### src/rtl/run_pattern_tx.sv
// run_pattern_tx: serial run-length bit generator feeding the detector's w
// input, with a registered predicted-hit flag aligned to each emitted bit.
module run_pattern_tx #(
    parameter int LEN_W      = 4,
    parameter int RUN_THRESH = 5
) (
    input  logic             clk,
    input  logic             reset_n,
    input  logic             cmd_valid,
    output logic             cmd_ready,
    input  logic             cmd_bit,
    input  logic [LEN_W-1:0] cmd_len,
    output logic             w,
    output logic             w_valid,
    output logic             run_hit,
    output logic             done
);

    typedef enum logic {
        IDLE,
        SEND
    } state_t;

    localparam logic [3:0]       THRESH  = 4'(RUN_THRESH);
    localparam logic [LEN_W-1:0] ONE_LEN = LEN_W'(1);

    state_t           state, state_d;
    logic [LEN_W-1:0] remaining, remaining_d;
    logic [3:0]       run_cnt, run_cnt_d;
    logic             prev_valid, prev_valid_d;
    logic             w_d, w_valid_d, run_hit_d, done_d;
    logic             last_bit, accept, emit, emit_bit;

    // The bit currently on w is the final one of its command.
    assign last_bit  = (state == SEND) && (remaining == ONE_LEN);
    // Ready depends on state only; gating with reset_n keeps it low during reset.
    assign cmd_ready = reset_n && ((state == IDLE) || last_bit);
    assign accept    = cmd_valid && cmd_ready;

    // Next-state, next-output and run-tracking logic.
    always_comb begin
        // NOTE: every variable gets a default first so no path can infer a latch.
        state_d      = state;
        remaining_d  = remaining;
        run_cnt_d    = run_cnt;
        prev_valid_d = prev_valid;
        w_d          = w;
        w_valid_d    = 1'b0;
        run_hit_d    = 1'b0;
        done_d       = 1'b0;
        emit         = 1'b0;
        emit_bit     = w;

        case (state)
            IDLE: begin
                if (accept) begin
                    if (cmd_len != '0) begin
                        state_d     = SEND;
                        remaining_d = cmd_len;
                        emit        = 1'b1;
                        emit_bit    = cmd_bit;
                    end else begin
                        done_d = 1'b1;
                    end
                end
            end
            SEND: begin
                if (remaining > ONE_LEN) begin
                    remaining_d = remaining - ONE_LEN;
                    emit        = 1'b1;
                end else begin
                    done_d = 1'b1;
                    if (accept && (cmd_len != '0)) begin
                        remaining_d = cmd_len;
                        emit        = 1'b1;
                        emit_bit    = cmd_bit;
                    end else begin
                        state_d     = IDLE;
                        remaining_d = '0;
                    end
                end
            end
            default: begin
                state_d     = IDLE;
                remaining_d = '0;
            end
        endcase

        // Run length continues across command boundaries and idle gaps.
        if (emit) begin
            w_d          = emit_bit;
            w_valid_d    = 1'b1;
            prev_valid_d = 1'b1;
            if (prev_valid && (emit_bit == w)) begin
                run_cnt_d = (run_cnt >= THRESH) ? THRESH : run_cnt + 4'd1;
            end else begin
                run_cnt_d = 4'd1;
            end
            run_hit_d = (run_cnt_d >= THRESH);
        end
    end

    // State and registered outputs; reset aborts any command in flight.
    always_ff @(posedge clk or negedge reset_n) begin
        if (!reset_n) begin
            state      <= IDLE;
            remaining  <= '0;
            run_cnt    <= 4'd0;
            prev_valid <= 1'b0;
            w          <= 1'b0;
            w_valid    <= 1'b0;
            run_hit    <= 1'b0;
            done       <= 1'b0;
        end else begin
            // NOTE: non-blocking assignments so all registers update from pre-edge values.
            state      <= state_d;
            remaining  <= remaining_d;
            run_cnt    <= run_cnt_d;
            prev_valid <= prev_valid_d;
            w          <= w_d;
            w_valid    <= w_valid_d;
            run_hit    <= run_hit_d;
            done       <= done_d;
        end
    end

endmodule

### config.mk
export PLATFORM = sky130hd
export DESIGN_NAME = run_pattern_tx
export DESIGN_NICKNAME = d
export VERILOG_FILES = /design/src/rtl/run_pattern_tx.sv
export SDC_FILE = /design/constraint.sdc
export NUM_CORES = 1
export LEC_CHECK = 0
export CAP_MARGIN = 40
export CORE_ASPECT_RATIO = 0.9
export CORE_UTILIZATION = 45
export DETAILED_ROUTE_END_ITERATION = 12
export DONT_BUFFER_PORTS = 1
export GPL_TIMING_DRIVEN = 0
export REMOVE_ABC_BUFFERS = 1
export SLEW_MARGIN = 20
export SYNTH_ARGS = -nofsm -noshare
export SYNTH_HDL_FRONTEND = slang
export SYNTH_SLANG_ARGS = --single-unit
### constraint.sdc
create_clock -name clk -period 4.6 [get_ports clk]
set_input_delay 0.46 -clock clk [delete_from_list [all_inputs] [get_ports clk]]
set_output_delay 0.46 -clock clk [all_outputs]
set_load 0.01 [all_outputs]
## Word-level counts from Yosys, hierarchy flattened

Cells that the tools add are included.

- Bits in read-only memories: 0
- Memories kept: 0
- Output and inout bits: 5
- Word-level logic and storage cells: 50
- Bits in writable memories: 0
- Input bits: 8
- Register bits: 14
- Bits in latches: 0

- Mux-type cells: 24
- Div/mod/pow operators: 0
- Magnitude comparators: 3
- Bitwise operators: 1
- Reduce and logical (&&, ||, !) cells: 8
- Multipliers: 0
- Shifts and indexed selects: 0
- Equality and inequality tests: 4
- $add $sub $neg: 2

Operator list:

| operator | count |
|---|---|
| 4-bit two-way mux | 7 |
| 1-bit two-way mux | 13 |
| 4-bit by 3-bit >= comparator with 1-bit output (second input constant) | 2 |
| 4-bit one-hot mux with 2 select lines | 1 |
| 1-bit one-hot mux with 2 select lines | 3 |
| 1-bit logical AND | 5 |
| 4-bit by 1-bit adder with 4-bit output (second input constant) | 1 |
| 4-bit by 1-bit == test with 1-bit output (second input constant) | 1 |
| 4-bit by 1-bit greater-than comparator with 1-bit output (second input constant) | 1 |
| 4-bit nonzero test | 1 |
| 4-bit by 1-bit subtractor with 4-bit output (second input constant) | 1 |
| 2-bit by 1-bit != test with 1-bit output (second input constant) | 1 |
| 2-bit != test (second input constant) | 1 |
| 2-bit AND reduction | 1 |
| 1-bit == test | 1 |
| 1-bit logical OR | 1 |
| 1-bit inverter | 1 |

## Longest topological paths before layout

Gate-level depths: netlist of the first run.

- Depth after elaboration: 15
- Depth in mapped cells: 7
- Depth with buffers taken out: 7

## Worst setup path after synthesis of the first run

No wires, ideal clock.

- Kind: reg2reg
- From: reg remaining[1]
- To: reg remaining[3]
- Path buffers: 1
- Slack: 2.730 ns
- Library setup time: 0.126 ns
- Data required time: 4.474 ns
- Cell stages (with the launch flop): 8
- Arrival time: 1.744 ns
- Period minus slack after synthesis: 1.870 ns
- Path through: dfrtp_1 -> inv_1 -> ha_1 -> or3b_4 -> a211oi_4 -> buf_6 -> o2bb2ai_1 -> a221o_1

- Longest elaborated chain between the ends: 9
- Elaborated cells on any way between the ends: 13
- Classes of those cells: add/sub: 1; order compare: 1; eq/ne: 2; mux: 3; reduce/logical: 6

Ends and longest elaborated chain:

| what | RTL line | text |
|---|---|---|
| start, declared | 28 | `logic [LEN_W-1:0] remaining, remaining_d;` |
| start signal, assigned | 117 | `remaining <= remaining_d;` |
| 4-bit by 1-bit == test with 1-bit output | 35 | `assign last_bit = (state == SEND) && (remaining == ONE_LEN);` |
| 1-bit logical AND | 35 |  |
| 1-bit logical OR | 37 | `assign cmd_ready = reset_n && ((state == IDLE) \|\| last_bit);` |
| 1-bit logical AND | 37 |  |
| 1-bit logical AND | 38 | `assign accept = cmd_valid && cmd_ready;` |
| 1-bit logical AND | 73 | `if (accept && (cmd_len != '0)) begin` |
| 4-bit two-way mux | 73 |  |
| 4-bit two-way mux | 68 | `if (remaining > ONE_LEN) begin` |
| 4-bit one-hot mux with 2 select lines | 54 | `case (state)` |

Parallel ways exist; a longest one is shown, timed or not.
A chain may end at the register's enable or synchronous reset.

## Final worst setup path of the first run

- From: reg remaining[1]
- To: reg run_cnt[2]

- Longest elaborated chain between the ends: 13
- Elaborated cells on any way between the ends: 19
- Classes of those cells: order compare: 1; eq/ne: 2; mux: 10; reduce/logical: 6

Ends and longest elaborated chain:

| what | RTL line | text |
|---|---|---|
| 4-bit by 1-bit == test with 1-bit output | 35 |  |
| 1-bit logical AND | 35 |  |
| 1-bit logical OR | 37 |  |
| 1-bit logical AND | 37 |  |
| 1-bit logical AND | 38 |  |
| 1-bit logical AND | 73 |  |
| 1-bit two-way mux | 73 |  |
| 1-bit two-way mux | 68 |  |
| 1-bit one-hot mux with 2 select lines | 54 |  |
| 1-bit == test | 94 | `if (prev_valid && (emit_bit == w)) begin` |
| 1-bit logical AND | 94 |  |
| 4-bit two-way mux | 94 |  |
| 4-bit two-way mux | 90 | `if (emit) begin` |
| end signal, assigned | 118 | `run_cnt <= run_cnt_d;` |
| end, declared | 29 | `logic [3:0] run_cnt, run_cnt_d;` |

Parallel ways exist; a longest one is shown, timed or not. The select of a mux whose other input is x is not followed.

==> results of run 1 <==
[layout make-up]
class | instances | share of cell area [%]
clock buffer | 4 | 3.19
inverter | 6 | 2.74
multi-input combinational | 54 | 50.0
sequential | 13 | 39.5
tap | 22 | 3.34
timing repair buffer | 1 | 1.22
[logic make-up (layout without fill, tap and decap cells)]
family          count (synthesis)  in the layout  share of synthesized area, %
mux                             2              2                          2.73
flops                          13             13                          41.8
fa+ha+maj                       5              5                          8.04
compound gates                 23             23                          24.9
xor+xnor                        2              2                          2.25
simple gates                   22             22                          15.0
buf+inv                         8             11                          5.31
[routing by layer]
| layer | track usage, % | vias up | share of wire (%) | wire length [µm] |
|---|---|---|---|---|
| li1 | - | 285 | - | - |
| met1 | 25.2 | 285 | 50 | 727 |
| met5 | 0 | - | 0 | 0 |
| met3 | 7.39 | 2 | 5.5 | 79 |
| met2 | 24.9 | 17 | 43 | 619 |
| met4 | 3.53 | 0 | 1.2 | 17 |
[state kept, by name (all words and copies together), names as in the netlist]
signal and cells:
done 1, run_cnt 4, remaining 4, w 1, run_hit 1, prev_valid 1
state 1
[synth_stat cells (2+ instances only)]
cell | n | area [µm²]
a21o_2 | 2 | 17.5
a21oi_1 | 4 | 20.0
a221o_1 | 3 | 30.0
dfrtp_1 | 13 | 325
ha_1 | 5 | 62.6
inv_1 | 6 | 22.5
nand2_1 | 5 | 18.8
nand2b_1 | 3 | 18.8
nand3b_1 | 2 | 15.0
nor2_1 | 5 | 18.8
nor3_1 | 3 | 15.0
o211ai_1 | 2 | 15.0
[worst max-delay path, delay by kind of cell (launching register included)]
| kind | cells | cell delay, ns |
|---|---|---|
| compound gates | 2 | 0.92 |
| flops | 1 | 0.40 |
| buf+inv | 1 | 0.08 |
| fa+ha+maj | 1 | 0.15 |
| simple gates | 2 | 0.59 |
[worst paths after layout]
kind | end | slack (ns) | cells past startpoint
worst max-delay path | run_cnt[2]$_DFFE_PN0P_ | 2.33 | 6
worst min-delay path | remaining[1]$_DFFE_PN0P_ | 0.32 | 2
worst max register to register | run_cnt[2]$_DFFE_PN0P_ | 2.33 | 6
worst min register to register | run_cnt[3]$_DFFE_PN0P_ | 0.50 | 1
max in group asynchronous | remaining[1]$_DFFE_PN0P_ | 3.59 | 1
min in group asynchronous | run_cnt[3]$_DFFE_PN0P_ | 0.63 | 1
[metrics by stage]
| step | power [mW] | cell area, µm² |
|---|---|---|
| final | 0.568 | 823 |
| after global routing | 0.623 | 823 |
| after CTS | 0.572 | 823 |
| after detailed placement | 0.497 | 787 |
| after global placement | 0.492 | 787 |
| after floorplan | 0.440 | 759 |
[power by group through the flow]
stage | clock (mW) | combinational [mW] | sequential [mW]
after floorplan | 0 | 0.224 | 0.217
after global placement | 0 | 0.260 | 0.231
after detailed placement | 0 | 0.264 | 0.233
after CTS | 0.0729 | 0.268 | 0.231
after global routing | 0.0768 | 0.307 | 0.240
final | 0.0686 | 0.269 | 0.231
==> run metrics, run 1 <==
run status finished clean; worst clock skew 0.00271 ns; slowest stage cell, crit path a211oi_4; CP Cell Sequence inv_1 > ha_1 > or3b_4 > a211oi_4 > nor2_1 > a221o_1; final hold viol count 0; gpl congestion 0.818; nets 92; Switching Fraction 42.7%; Total GRT Usage 17.6%; final count of pins violating max slew 0; Seq pwr share 40.6%; Synth Instances 75; Critical Path RT 4.75 ns; EDFF count, synth 0; Worst-Margin Slew 0.586 ns; min cycle time layout 2.27 ns; initial core utilization 50.9%; Post-synth ARST share 100%; largest net degree at the start of global routing 14; worst setup margin 2.33 ns; setup_tns 0 ns; Core Footprint 0.00153 mm²; hold_sp cmd_len[1]; final hold slack 0.317 ns; maximum vdd drop 373 µV; number of diodes 0; worst setup path start remaining[1]$_DFFE_PN0P_; post_cts resized 0; P_sw 0.243 mW; clock buffer depth 2; Post-Place Cells 95; P per Cell Area 690 mW/mm²; # clock sinks 13; number of global-route vias before repair 556; CP max FO 13; Post-DRT Antenna Nets 0; utilization after layout 53.8%; #FFs+latches synth 13; post-cts hold buffer count 1; Final Cycle Share 49.2%; drt wl/cell 14.4 µm; top_reg_cell synth dfrtp_1; CTS H-Tree Depth 1; setup violators final 0; drt initial violations 24; sequential area share after synthesis 41.8%; proportion of layout cells with a drive suffix above 1 14.1%; Comb power frac 47.3%; Syn Std Cell Area 778 µm²; RSZ-0062 raised after global routing no; min-delay worst type input pin to register; most frequent cells in the layout dfrtp_1, inv_1, nand2_1, nor2_1, ha_1; count of cell types in the netlist 34; Crit Path Class register to register; non-filler instance count after layout 100; synthesis-to-finish area growth 5.79%; number of remaining DRC errors 0; DRT Wirelength 1440 µm; Int Pwr 0.325 mW; Port Buffers 0; dpl ws 2.32 ns; kind of end point of the critical path register; routed vias 589; Reg-to-Reg Start remaining[1]$_DFFE_PN0P_; clock share of power 12.1%; cts bufs inserted 3; Filler cells 141; DP Wirelength 1070 µm; Clk Latency, worst-skew pair 0.27 ns; leak pwr 0.350 nW; total of max-cap violations 0; register area 325 µm²; initial antenna violation count 0; Die Area 0.00190 mm²; GR Overflow Total 0; worst relative slew slack 60.6%; fmax 441 MHz; die width 45.8 µm; TritonCTS clock tree done; Root Buffer Master clkbuf_4; max incr delay on CP 0.53 ns; number of core rows 13; critical path arrival 2.42 ns; Multi-input gate area 412 µm²; first-pass GRT wire length 2440 µm; syn avg cell area 10.4 µm²; most common cell after layout, fill and taps aside dfrtp_1; io pins 13; crit start category register; drt pass-1 iters 4; DR vias/cell 5.89; synth warn 0; Die Y 41.5 µm; postcts setup bufs 0; clock slew at reported path FFs 0.07 ns
No activity file was read; power rests on OpenSTA's default activity.
==> inputs of run 2 (changes only) <==
- clock period: 4.6 -> 1.95 ns (I/O delays scaled with it)
==> run 2 against run 1 <==
- the run now ends with negative setup slack left
- sequential cell count unchanged
- final area grew 9.1%
- highest routed layer unchanged
- count of clock-buffer cells in the layout unchanged
- global-route usage is 1.1 points higher
- critical path depth unchanged
- setup slack worse by 2.3 ns
- worst hold slack got worse by 0.27 ns
==> run metrics, run 2 (synthesis gave the netlist of run 1 again) <==
drt initial violations 19; drt pass-1 iters 4; worst relative slew slack 59.1%; routed vias 622; Die Area 0.00190 mm²; leak pwr 0.385 nW; TritonCTS clock tree done; P per Cell Area 1610 mW/mm²; clock share of power 11.3%; min cycle time layout 1.96 ns; total of max-cap violations 0; slowest stage cell, crit path dfrtp_1; cts bufs inserted 3; non-filler instance count after layout 106; Critical Path RT 2.11 ns; Crit Path Class register to register; Switching Fraction 42.4%; synthesis-to-finish area growth 15.4%; Post-Place Cells 95; Port Buffers 0; WP depth 6; run status finished with violations; first-pass GRT wire length 2580 µm; Final Cycle Share 100%; maximum vdd drop 930 µV; P_sw 0.613 mW; Core Footprint 0.00153 mm²; DP Wirelength 1070 µm; dpl ws -0.330 ns; final count of pins violating max slew 0; kind of end point of the critical path register; Comb power frac 49.8%; CTS H-Tree Depth 1; CP max FO 4; drt wl/cell 14.8 µm; crit start category register; Crit path max-delay family compound AO/OA/AOI/OAI gates; critical path arrival 2.11 ns; Clk Latency, worst-skew pair 0.27 ns; number of remaining DRC errors 0; final hold slack 0.0501 ns; number of core rows 13; worst clock skew 0.00411 ns; max incr delay on CP 0.41 ns; number of global-route vias before repair 577; crit path buf inv count 1; most frequent cells in the layout dfrtp_1, inv_1, nand2_1, buf_4; most common cell after layout, fill and taps aside dfrtp_1; Seq pwr share 38.9%; clock slew at reported path FFs 0.07 ns; nets 98; Post-DRT Antenna Nets 0; worst r2r path cells 6; Die Y 41.5 µm; worst setup margin -0.00515 ns; Int Pwr 0.832 mW; initial antenna violation count 0; min-delay worst type input pin to register; CP Cell Sequence inv_2 > ha_4 > or3b_4 > a211oi_4 > nor2_1 > a221o_1; clock buffer depth 2; Root Buffer Master clkbuf_4; DR vias/cell 5.87; initial core utilization 50.9%; Total GRT Usage 18.8%; fmax 511 MHz; # clock sinks 13; setup_tns -0.00515 ns; largest registers remaining (4), run_cnt (4); Worst-Margin Slew 0.608 ns; GR Overflow Total 0; die width 45.8 µm; hold depth 2; gpl congestion 0.818; proportion of layout cells with a drive suffix above 1 26.2%; final hold viol count 0; largest net degree at the start of global routing 14; RSZ-0062 raised after global routing yes; number of diodes 0; utilization after layout 58.8%; setup violators final 1; io pins 13; DRT Wirelength 1570 µm; violated checks negative setup slack
[run 2: per-stage QoR]
| stage | cell area, µm² | total power [mW] |
|---|---|---|
| after global placement | 787 | 1.16 |
| final | 898 | 1.45 |
| after CTS | 857 | 1.37 |
| after detailed placement | 787 | 1.17 |
| after global routing | 898 | 1.58 |
| after floorplan | 759 | 1.04 |
[run 2: final timing paths]
path / end / startpoint / slack, ns
min in group asynchronous: remaining[3]$_DFFE_PN0P_ / reset_n / 0.36
setup reg to reg: run_cnt[2]$_DFFE_PN0P_ / remaining[1]$_DFFE_PN0P_ / -0.005
max in group asynchronous: remaining[0]$_DFFE_PN0P_ / reset_n / 1.17
setup / recovery: run_cnt[2]$_DFFE_PN0P_ / remaining[1]$_DFFE_PN0P_ / -0.005
hold / removal: remaining[1]$_DFFE_PN0P_ / cmd_len[1] / 0.05
hold reg to reg: run_cnt[3]$_DFFE_PN0P_ / run_cnt[3]$_DFFE_PN0P_ / 0.50
[run 2: routing by layer]
layer	GRT usage (%)	share of wire, %	up-vias
met5	0	0	-
li1	-	-	298
met4	4.12	1.1	0
met1	26.6	50	309
met2	26.9	45	13
met3	7.39	4.3	2
[run 2: what timing repair did]
action / 4_1_cts / 5_1_grt
hold endpoints to repair: 13 / 0
setup buffers: 4 / 2
setup endpoints to repair: 11 / 8
pin swaps: 1 / 0
hold buffers: 1 / 0
gates resized for setup: 1 / 7
[run 2: final cells by class]
class,count,area [µm²]
fill,131,631
inverter,6,22.5
multi-input combinational,54,437
sequential,13,327
tap,22,27.5
clock buffer,4,26.3
timing repair buffer,7,58.8
[run 2: power groups by stage]
stage	sequential, mW	combinational [mW]	clock [mW]
after floorplan	0.511	0.527	0
after global placement	0.546	0.614	0
after detailed placement	0.550	0.623	0
after CTS	0.545	0.655	0.172
after global routing	0.579	0.820	0.181
final	0.562	0.720	0.164
